[config.mk]
export PLATFORM = sky130hd
export DESIGN_NAME = tlk2711_word_class
export DESIGN_NICKNAME = d
export VERILOG_FILES = /design/src/rtl/tlk2711_pkg.sv /design/src/rtl/tlk2711_word_class.sv
export SDC_FILE = /design/constraint.sdc
export NUM_CORES = 1
export LEC_CHECK = 0
export BUFFER_PORTS_ARGS = -buffer_cell sky130_fd_sc_hd__buf_2
export CAP_MARGIN = 10
export CORE_MARGIN = 2
export CORE_UTILIZATION = 35
export DETAILED_ROUTE_END_ITERATION = 6
export PLACE_DENSITY = 0.71
export SLEW_MARGIN = 20
export SYNTH_ARGS = -nofsm -noshare
export SYNTH_HDL_FRONTEND = slang
export SYNTH_SLANG_ARGS = --single-unit
[constraint.sdc]
create_clock -name clk_i -period 0.9 [get_ports clk_i]
set_input_delay 0.045 -clock clk_i [delete_from_list [all_inputs] [get_ports clk_i]]
set_output_delay 0.045 -clock clk_i [all_outputs]
set_load 0.01 [all_outputs]
[src/rtl/tlk2711_pkg.sv]
// Shared TLK2711 link definitions: K-word encodings, receive FSM states and word classes.
// Imported by both the TX generator and the RX checker.
package tlk2711_pkg;

  localparam logic [15:0] KWordIdle  = 16'hBC50;
  localparam logic [15:0] KWordSof   = 16'hFBFB;
  localparam logic [15:0] KWordEof   = 16'hFDFD;
  // K-flag pairs ordered {msb, lsb}
  localparam logic [1:0]  KFlagsIdle = 2'b10;
  localparam logic [1:0]  KFlagsCtrl = 2'b11;
  localparam logic [1:0]  KFlagsData = 2'b00;

  typedef enum logic [1:0] {
    StUnsync,
    StIdle,
    StFrame
  } rx_state_e;

  typedef enum logic [2:0] {
    WcIdle,
    WcSof,
    WcEof,
    WcData,
    WcBad
  } word_class_e;

  function automatic word_class_e classify_word(input logic [15:0] word,
                                                input logic [1:0]  kflags);
    word_class_e wc;
    if (kflags == KFlagsData) begin
      wc = WcData;
    end else if (kflags == KFlagsIdle && word == KWordIdle) begin
      wc = WcIdle;
    end else if (kflags == KFlagsCtrl && word == KWordSof) begin
      wc = WcSof;
    end else if (kflags == KFlagsCtrl && word == KWordEof) begin
      wc = WcEof;
    end else begin
      wc = WcBad;
    end
    return wc;
  endfunction

endpackage

[src/rtl/tlk2711_word_class.sv]
// Input register stage for the TLK2711 receive word; classifies the registered word
// so that all decode logic downstream sees a stable, registered view of the link.
module tlk2711_word_class
  import tlk2711_pkg::*;
(
  input  logic        clk_i,
  input  logic        rst_i,
  input  logic [15:0] rxd_i,
  input  logic        rkmsb_i,
  input  logic        rklsb_i,
  input  logic        clr_cnt_i,
  output word_class_e wclass_o,
  output logic [15:0] data_o,
  output logic        clr_cnt_o
);

  logic [15:0] rxd_q;
  logic [1:0]  k_q;
  logic        clr_q;

  always_ff @(posedge clk_i) begin
    if (rst_i) begin
      rxd_q <= '0;
      k_q   <= '0;
      clr_q <= 1'b0;
    end else begin
      rxd_q <= rxd_i;
      k_q   <= {rkmsb_i, rklsb_i};
      clr_q <= clr_cnt_i;
    end
  end

  assign wclass_o  = classify_word(rxd_q, k_q);
  assign data_o    = rxd_q;
  assign clr_cnt_o = clr_q;

endmodule

# ---- Word-level counts from Yosys, hierarchy flattened
# Cells that the tools add are included.
dict set report op_classes {
  mux 4
  n_shift 0
  bitwise_logic 0
  n_div 0
  eq_ne 5
  multipliers 0
  addsub 0
  n_reduce_logical 4
  magnitude_cmp 0
}
# cell n
set ops {}
lappend ops {{16-bit equality test, second input constant} 3}
lappend ops {{3-bit two-way mux} 4}
lappend ops {{2-bit equality test, second input constant} 2}
lappend ops {{1-bit logical AND} 3}
lappend ops {{2-bit logical NOT} 1}
dict set report totals {
  regBits 19
  n_memories 0
  latch_bits 0
  mem_bits_ro 0
  elab_cells 16
  ramBits 0
  out_inout_bits 20
}

# ---- Longest topological paths before layout
# Gate-level depths: netlist (run 1).
dict set report logic_depth {
  depth_word 6
  depth_mapped 4
  mapped_depth_nobuf 4
}

# ---- Least setup slack after synthesis (run 1)
# OpenSTA, ideal clock, no wires.
dict set report synth_timing {
  path_kind {register -> output}
  start {register rxd_q[2] (netlist: data_o[2])}
  end {output wclass_o[2]}
  required_ns 0.855
  arrival_ns 1.045
  path_stages_with_launch 5
  path_slack_ns -0.190
  cell_sequence {dfxtp_1 > nor4_1 > and4_1 > a21oi_1 > o211a_1}
}
dict set report synth_via {
  elab_chain_cells 6
  word_cells_on_any_way 10
  classes_between {3 x eq/ne; 4 x mux; 3 x reduce/logical}
}
# item line
set synth_lines {}
lappend synth_lines {{start: declaration} tlk2711_word_class.sv:17} ;# logic [15:0] rxd_q;
lappend synth_lines {{start signal: assignment} tlk2711_word_class.sv:27} ;# rxd_q <= rxd_i;
lappend synth_lines {{16-bit equality test} tlk2711_pkg.sv:36} ;# end else if (kflags == KFlagsCtrl && word == KWordEof) begin
lappend synth_lines {{1-bit logical AND} tlk2711_pkg.sv:36}
lappend synth_lines {{3-bit two-way mux} tlk2711_pkg.sv:36}
lappend synth_lines {{3-bit two-way mux} tlk2711_pkg.sv:34} ;# end else if (kflags == KFlagsCtrl && word == KWordSof) begin
lappend synth_lines {{3-bit two-way mux (*)} tlk2711_pkg.sv:32} ;# end else if (kflags == KFlagsIdle && word == KWordIdle) begin
lappend synth_lines {{3-bit two-way mux (*)} tlk2711_pkg.sv:30} ;# if (kflags == KFlagsData) begin
lappend synth_lines {{end: declaration} tlk2711_word_class.sv:12} ;# output word_class_e wclass_o,
# Every way passes the cells marked *; elsewhere a longest branch is shown, timed or not.

# ---- Worst setup path after layout (run 1)
dict set report layout_timing {
  start {register rxd_q[3] (netlist: data_o[3])}
  end {output wclass_o[2]}
}
# The elaborated chain is that of the path after synthesis.

==> impl_metrics.json, run 1 <==
{
  "clk_path_buf_depth": 2,
  "path_clk_slew_ns": 0.10,
  "cap_violations": 0,
  "hold_class": "in -> reg",
  "postRouteAntennaNets": 0,
  "fin_crit_ns": 1.49,
  "die_y_um": 46.1,
  "slew_viol_final": 0,
  "htree_num_levels": 1,
  "via_count": 643,
  "layout_common_cells": "buf_2, dlygate4sd3_1, nor2b_1, dfxtp_1, dfxtp_2",
  "hold_slack_ns": 0.111,
  "outcome": "complete, but fails checks",
  "yosysWarnings": 0,
  "finalCritPeriodShare": 1.66,
  "slew_headroom": 0.794,
  "stdcell_area_sq_um": 1130,
  "cts_tree": "built",
  "port_buffers": 40,
  "place_congestion": 0.747,
  "hpwl_mm": 1.00,
  "synth_area_sq_um": 619,
  "grt_overflow": 0,
  "drt-pass1-iter-count": 4,
  "cts-root-buf": "clkbuf_4",
  "grt_pass1_wl_mm": 2.41,
  "die_w_um": 46.1,
  "mostFrequentLayoutCell": "buf_2",
  "crit_arrival_ns": 1.45,
  "vias_per_cell": 4.56,
  "top_level_ports": 41,
  "row_count": 15,
  "grt_usage": 0.167,
  "multiInputGateArea_sq_um": 250,
  "dpl_cell_area_sq_um": 866,
  "hold_viol_final": 0,
  "dp_slack_ns": -0.283,
  "drc": 0,
  "postLayoutCoreUtil": 0.672,
  "routed_wl_mm": 1.63,
  "grt_max_degree": 20,
  "nNetsFinal": 146,
  "syn_inst": 59,
  "area_delta_synth_final_pct": 83.2,
  "yosysSeqAreaShare": 0.614,
  "worst_pin_slew_ns": 0.310,
  "fmax_ghz": 0.669,
  "syn-num-nets": 80,
  "initial_core_util": 0.367,
  "violations": "negative setup slack",
  "clock_sinks": 19,
  "cts_buffers": 3,
  "postSynthAreaPerCell_sq_um": 10.5,
  "start_kind": "flip-flop",
  "fin_setup_tns_ns": -1.57,
  "worst-path-max-fanout": 2,
  "fin_cells": 141,
  "critPathKind": "reg -> out",
  "seq_area_sq_um": 390,
  "avgRoutedWirePerCell_um": 11.6,
  "power_mw": 1.61,
  "nFillCells": 149,
  "drt_iter0_drc": 3,
  "drive_above_1_share": 0.492,
  "rsz0062_at_grt": "yes",
  "cp-end-kind": "primary output",
  "antenna_found_initial": 0,
  "powerDensity_nw_per_um2": 1420,
  "num_antenna_cells": 0,
  "yosys_register_bits": 19,
  "worst_slack_ns": -0.595,
  "leakagePower_nw": 0.536,
  "cp.required_ns": 0.85,
  "setup_viol": 4,
  "ir_drop_v": 0.000871,
  "synth_cell_types": 15,
  "die-area_sq_um": 2120,
  "grt_pass1_vias": 596,
  "placedCellCount": 117,
  "core_sq_um": 1690
}
state kept, by name (all words and copies together) (netlist names):
signal     cells
data_o        16
clr_cnt_o      1
k_q            2
path summary, 6_finish.rpt:
check / startpoint / endpoint / depth (start not counted)
worst max-delay path: data_o[3] / wclass_o[2] / 5
worst min-delay path: rst_i / clr_cnt_o / 2
worst max-delay path, cell delays in order (launching register included):
cell     delay (ns)
dfxtp_2        0.34
nor4_2         0.24
and4_1         0.20
a21oi_1        0.04
o211a_1        0.22
buf_6          0.12
per-layer routing:
layer,global-route usage,vias to the layer above,routed length (um)
li1,-,325,-
met1,0.170,290,632
met2,0.314,23,896
met3,0.0235,5,58
met4,0.103,0,43
met5,0,-,0
cells by family after synthesis:
logic type / synth area share
AND/OR/NAND/NOR: 0.347
AO/OA/AOI/OAI: 0.0323
buffers and inverters: 0.00605
flip-flops: 0.614
report_power, final:
group | total [mW] | leakage [nW] | internal, mW | switching (mW)
Sequential | 0.920 | 0.160 | 0.890 | 0.0294
Combinational | 0.274 | 0.358 | 0.176 | 0.0977
Clock | 0.420 | 0.0177 | 0.166 | 0.255
synth_stat cells (all sizes together):
cell type	count	area [sq um]
o21ai	1	5.00
o211a	1	10.0
a21oi	1	5.00
and4bb	1	12.5
nor2b	16	100
and2b	3	22.5
nor4	1	6.26
nand3	2	10.0
clkbuf	1	3.75
dfxtp	19	380
nand4	3	18.8
and4	1	8.76
nand2	3	11.3
or2	1	6.26
nor2	5	18.8
final cells by class:
class	instances	share of cell area
clock inverter	1	0.00441
clock buffer	3	0.0198
timing repair buffer	62	0.393
sequential	19	0.344
multi-input combinational	39	0.221
tap	17	0.0187
repair_timing:
| item | 4_1_cts | 5_1_grt |
|---|---|---|
| pin swaps | 7 | 1 |
| buffers inserted | 1 | 0 |
| hold buffers | 19 | 0 |
| cloned | 0 | 0 |
| endpoints found under the setup margin | 5 | 6 |
| resized for setup | 7 | 3 |
| endpoints found under the hold margin | 19 | 0 |
Note: power is estimated with default switching activity, not from simulation.
==> run 2: changes to the inputs <==
--- a/config.mk
+++ b/config.mk
@@ -5,12 +5,14 @@
 export SDC_FILE = /design/constraint.sdc
 export NUM_CORES = 1
 export LEC_CHECK = 0
+export ABC_CLOCK_PERIOD_IN_PS = 900
 export BUFFER_PORTS_ARGS = -buffer_cell sky130_fd_sc_hd__buf_2
 export CAP_MARGIN = 10
 export CORE_MARGIN = 2
 export CORE_UTILIZATION = 35
 export DETAILED_ROUTE_END_ITERATION = 6
 export PLACE_DENSITY = 0.71
+export SETUP_SLACK_MARGIN = 0.1
 export SLEW_MARGIN = 20
 export SYNTH_ARGS = -nofsm -noshare
 export SYNTH_HDL_FRONTEND = slang
==> run 2 against run 1 <==
Effect of this change:
- the run still ends with negative setup slack left
- count of clock-buffer cells in the layout up 1
- via count down 0.31%
- power up 2.7%
==> impl_metrics.json, run 2 (synthesis gave the netlist of run 1 again) <==
{
  "dpl_cell_area_sq_um": 901,
  "seq_area_sq_um": 400,
  "worst_slack_ns": -0.620,
  "fin_cells": 143,
  "finalCritPeriodShare": 1.69,
  "antenna_found_initial": 0,
  "htree_num_levels": 1,
  "worst_pin_slew_ns": 0.286,
  "fin_crit_ns": 1.52,
  "routed_wl_mm": 1.76,
  "start_kind": "flip-flop",
  "avgRoutedWirePerCell_um": 12.3,
  "grt_pass1_wl_mm": 2.31,
  "slew_viol_final": 0,
  "grt_usage": 0.153,
  "core_sq_um": 1690,
  "clock_sinks": 19,
  "mostFrequentLayoutCell": "buf_2",
  "die-area_sq_um": 2120,
  "multiInputGateArea_sq_um": 258,
  "worst-path-max-fanout": 2,
  "clk_path_buf_depth": 2,
  "cts-root-buf": "clkbuf_4",
  "violations": "negative setup slack",
  "nNetsFinal": 148,
  "cts_setup_buffers": 0,
  "layout_common_cells": "buf_2, buf_6, dlygate4sd3_1, nor2b_1, dfxtp_2",
  "fmax_ghz": 0.658,
  "cp_slowest_stage_delay_ns": 0.34,
  "initial_core_util": 0.367,
  "stdcell_area_sq_um": 1250,
  "crit_arrival_ns": 1.48,
  "placedCellCount": 120,
  "hpwl_mm": 1.01,
  "hold_class": "in -> reg",
  "hold_viol_final": 0,
  "powerDensity_nw_per_um2": 1330,
  "cp.required_ns": 0.85,
  "drt-pass1-iter-count": 3,
  "setup_viol": 3,
  "grt_pass1_vias": 562,
  "cp-end-kind": "primary output",
  "drt_iter0_drc": 2,
  "drc": 0,
  "row_count": 15,
  "port_buffers": 40,
  "path_clk_slew_ns": 0.10,
  "cts_buffers": 3,
  "largest_reg_flops": 16,
  "postLayoutCoreUtil": 0.741,
  "critPathKind": "reg -> out",
  "num_antenna_cells": 0,
  "slowest_stage": "dfxtp_2",
  "power_mw": 1.66,
  "area_delta_synth_final_pct": 102,
  "ir_drop_v": 0.000773,
  "leakagePower_nw": 0.565,
  "via_count": 641,
  "cts_tree": "built",
  "die_y_um": 46.1,
  "postRouteAntennaNets": 0,
  "die_w_um": 46.1,
  "vias_per_cell": 4.48,
  "grt_max_degree": 18,
  "nFillCells": 107,
  "grt_overflow": 0,
  "rsz0062_at_grt": "yes",
  "drive_above_1_share": 0.571,
  "outcome": "complete, but fails checks",
  "cap_violations": 0,
  "slew_headroom": 0.809,
  "top_level_ports": 41,
  "place_congestion": 0.666,
  "crit_chain": "nor4_2 -> and4_1 -> a21oi_1 -> o211a_1 -> buf_2"
}
==> run 2: what timing repair did <==
| action | 4_1_cts | 5_1_grt |
|---|---|---|
| hold buffers | 19 | 0 |
| hold endpoints to repair | 19 | 0 |
| pin swaps | 5 | 4 |
| resized for setup | 16 | 12 |
| endpoints found under the setup margin | 14 | 20 |
==> run 2: routing by layer <==
metal / vias up / wire (um) / global-route usage
met5: - / 0 / 0
met4: 0 / 0 / 0.0857
met3: 0 / 31 / 0.0118
met2: 13 / 1080 / 0.294
met1: 299 / 641 / 0.158
li1: 329 / - / -
==> run 2: critical path, delay by kind of cell (launching register included) <==
| family | cells | cell delay [ns] |
|---|---|---|
| AO/OA/AOI/OAI | 2 | 0.26 |
| buffers and inverters | 1 | 0.13 |
| flip-flops | 1 | 0.34 |
| AND/OR/NAND/NOR | 2 | 0.46 |
==> run 2: area by class of cell <==
| type | instances | area share |
|---|---|---|
| repair buffers | 64 | 0.436 |
| well taps | 17 | 0.0170 |
| flip-flops and latches | 19 | 0.320 |
| multi-input cells | 39 | 0.206 |
| clock buffers | 4 | 0.0210 |
==> run 2: stage by stage <==
stage	hold WS (ns)	setup TNS, ns	setup slack, ns
global route	0.109	-1.87	-0.749
floorplan	0.109	-0.183	-0.174
CTS	0.111	-1.54	-0.613
finish	0.113	-1.48	-0.620
detailed placement	0.253	-0.556	-0.285
global placement	0.251	-0.509	-0.268
==> run 2: final timing paths <==
check	depth (start not counted)	startpoint	endpoint
max	5	data_o[2]	wclass_o[2]
min	2	rst_i	data_o[13]
==> run 2: power breakdown <==
part	internal, mW	switching (mW)	total, mW
Clock	0.172	0.235	0.407
Combinational	0.215	0.106	0.321
Sequential	0.894	0.0359	0.930
Total	1.28	0.377	1.66
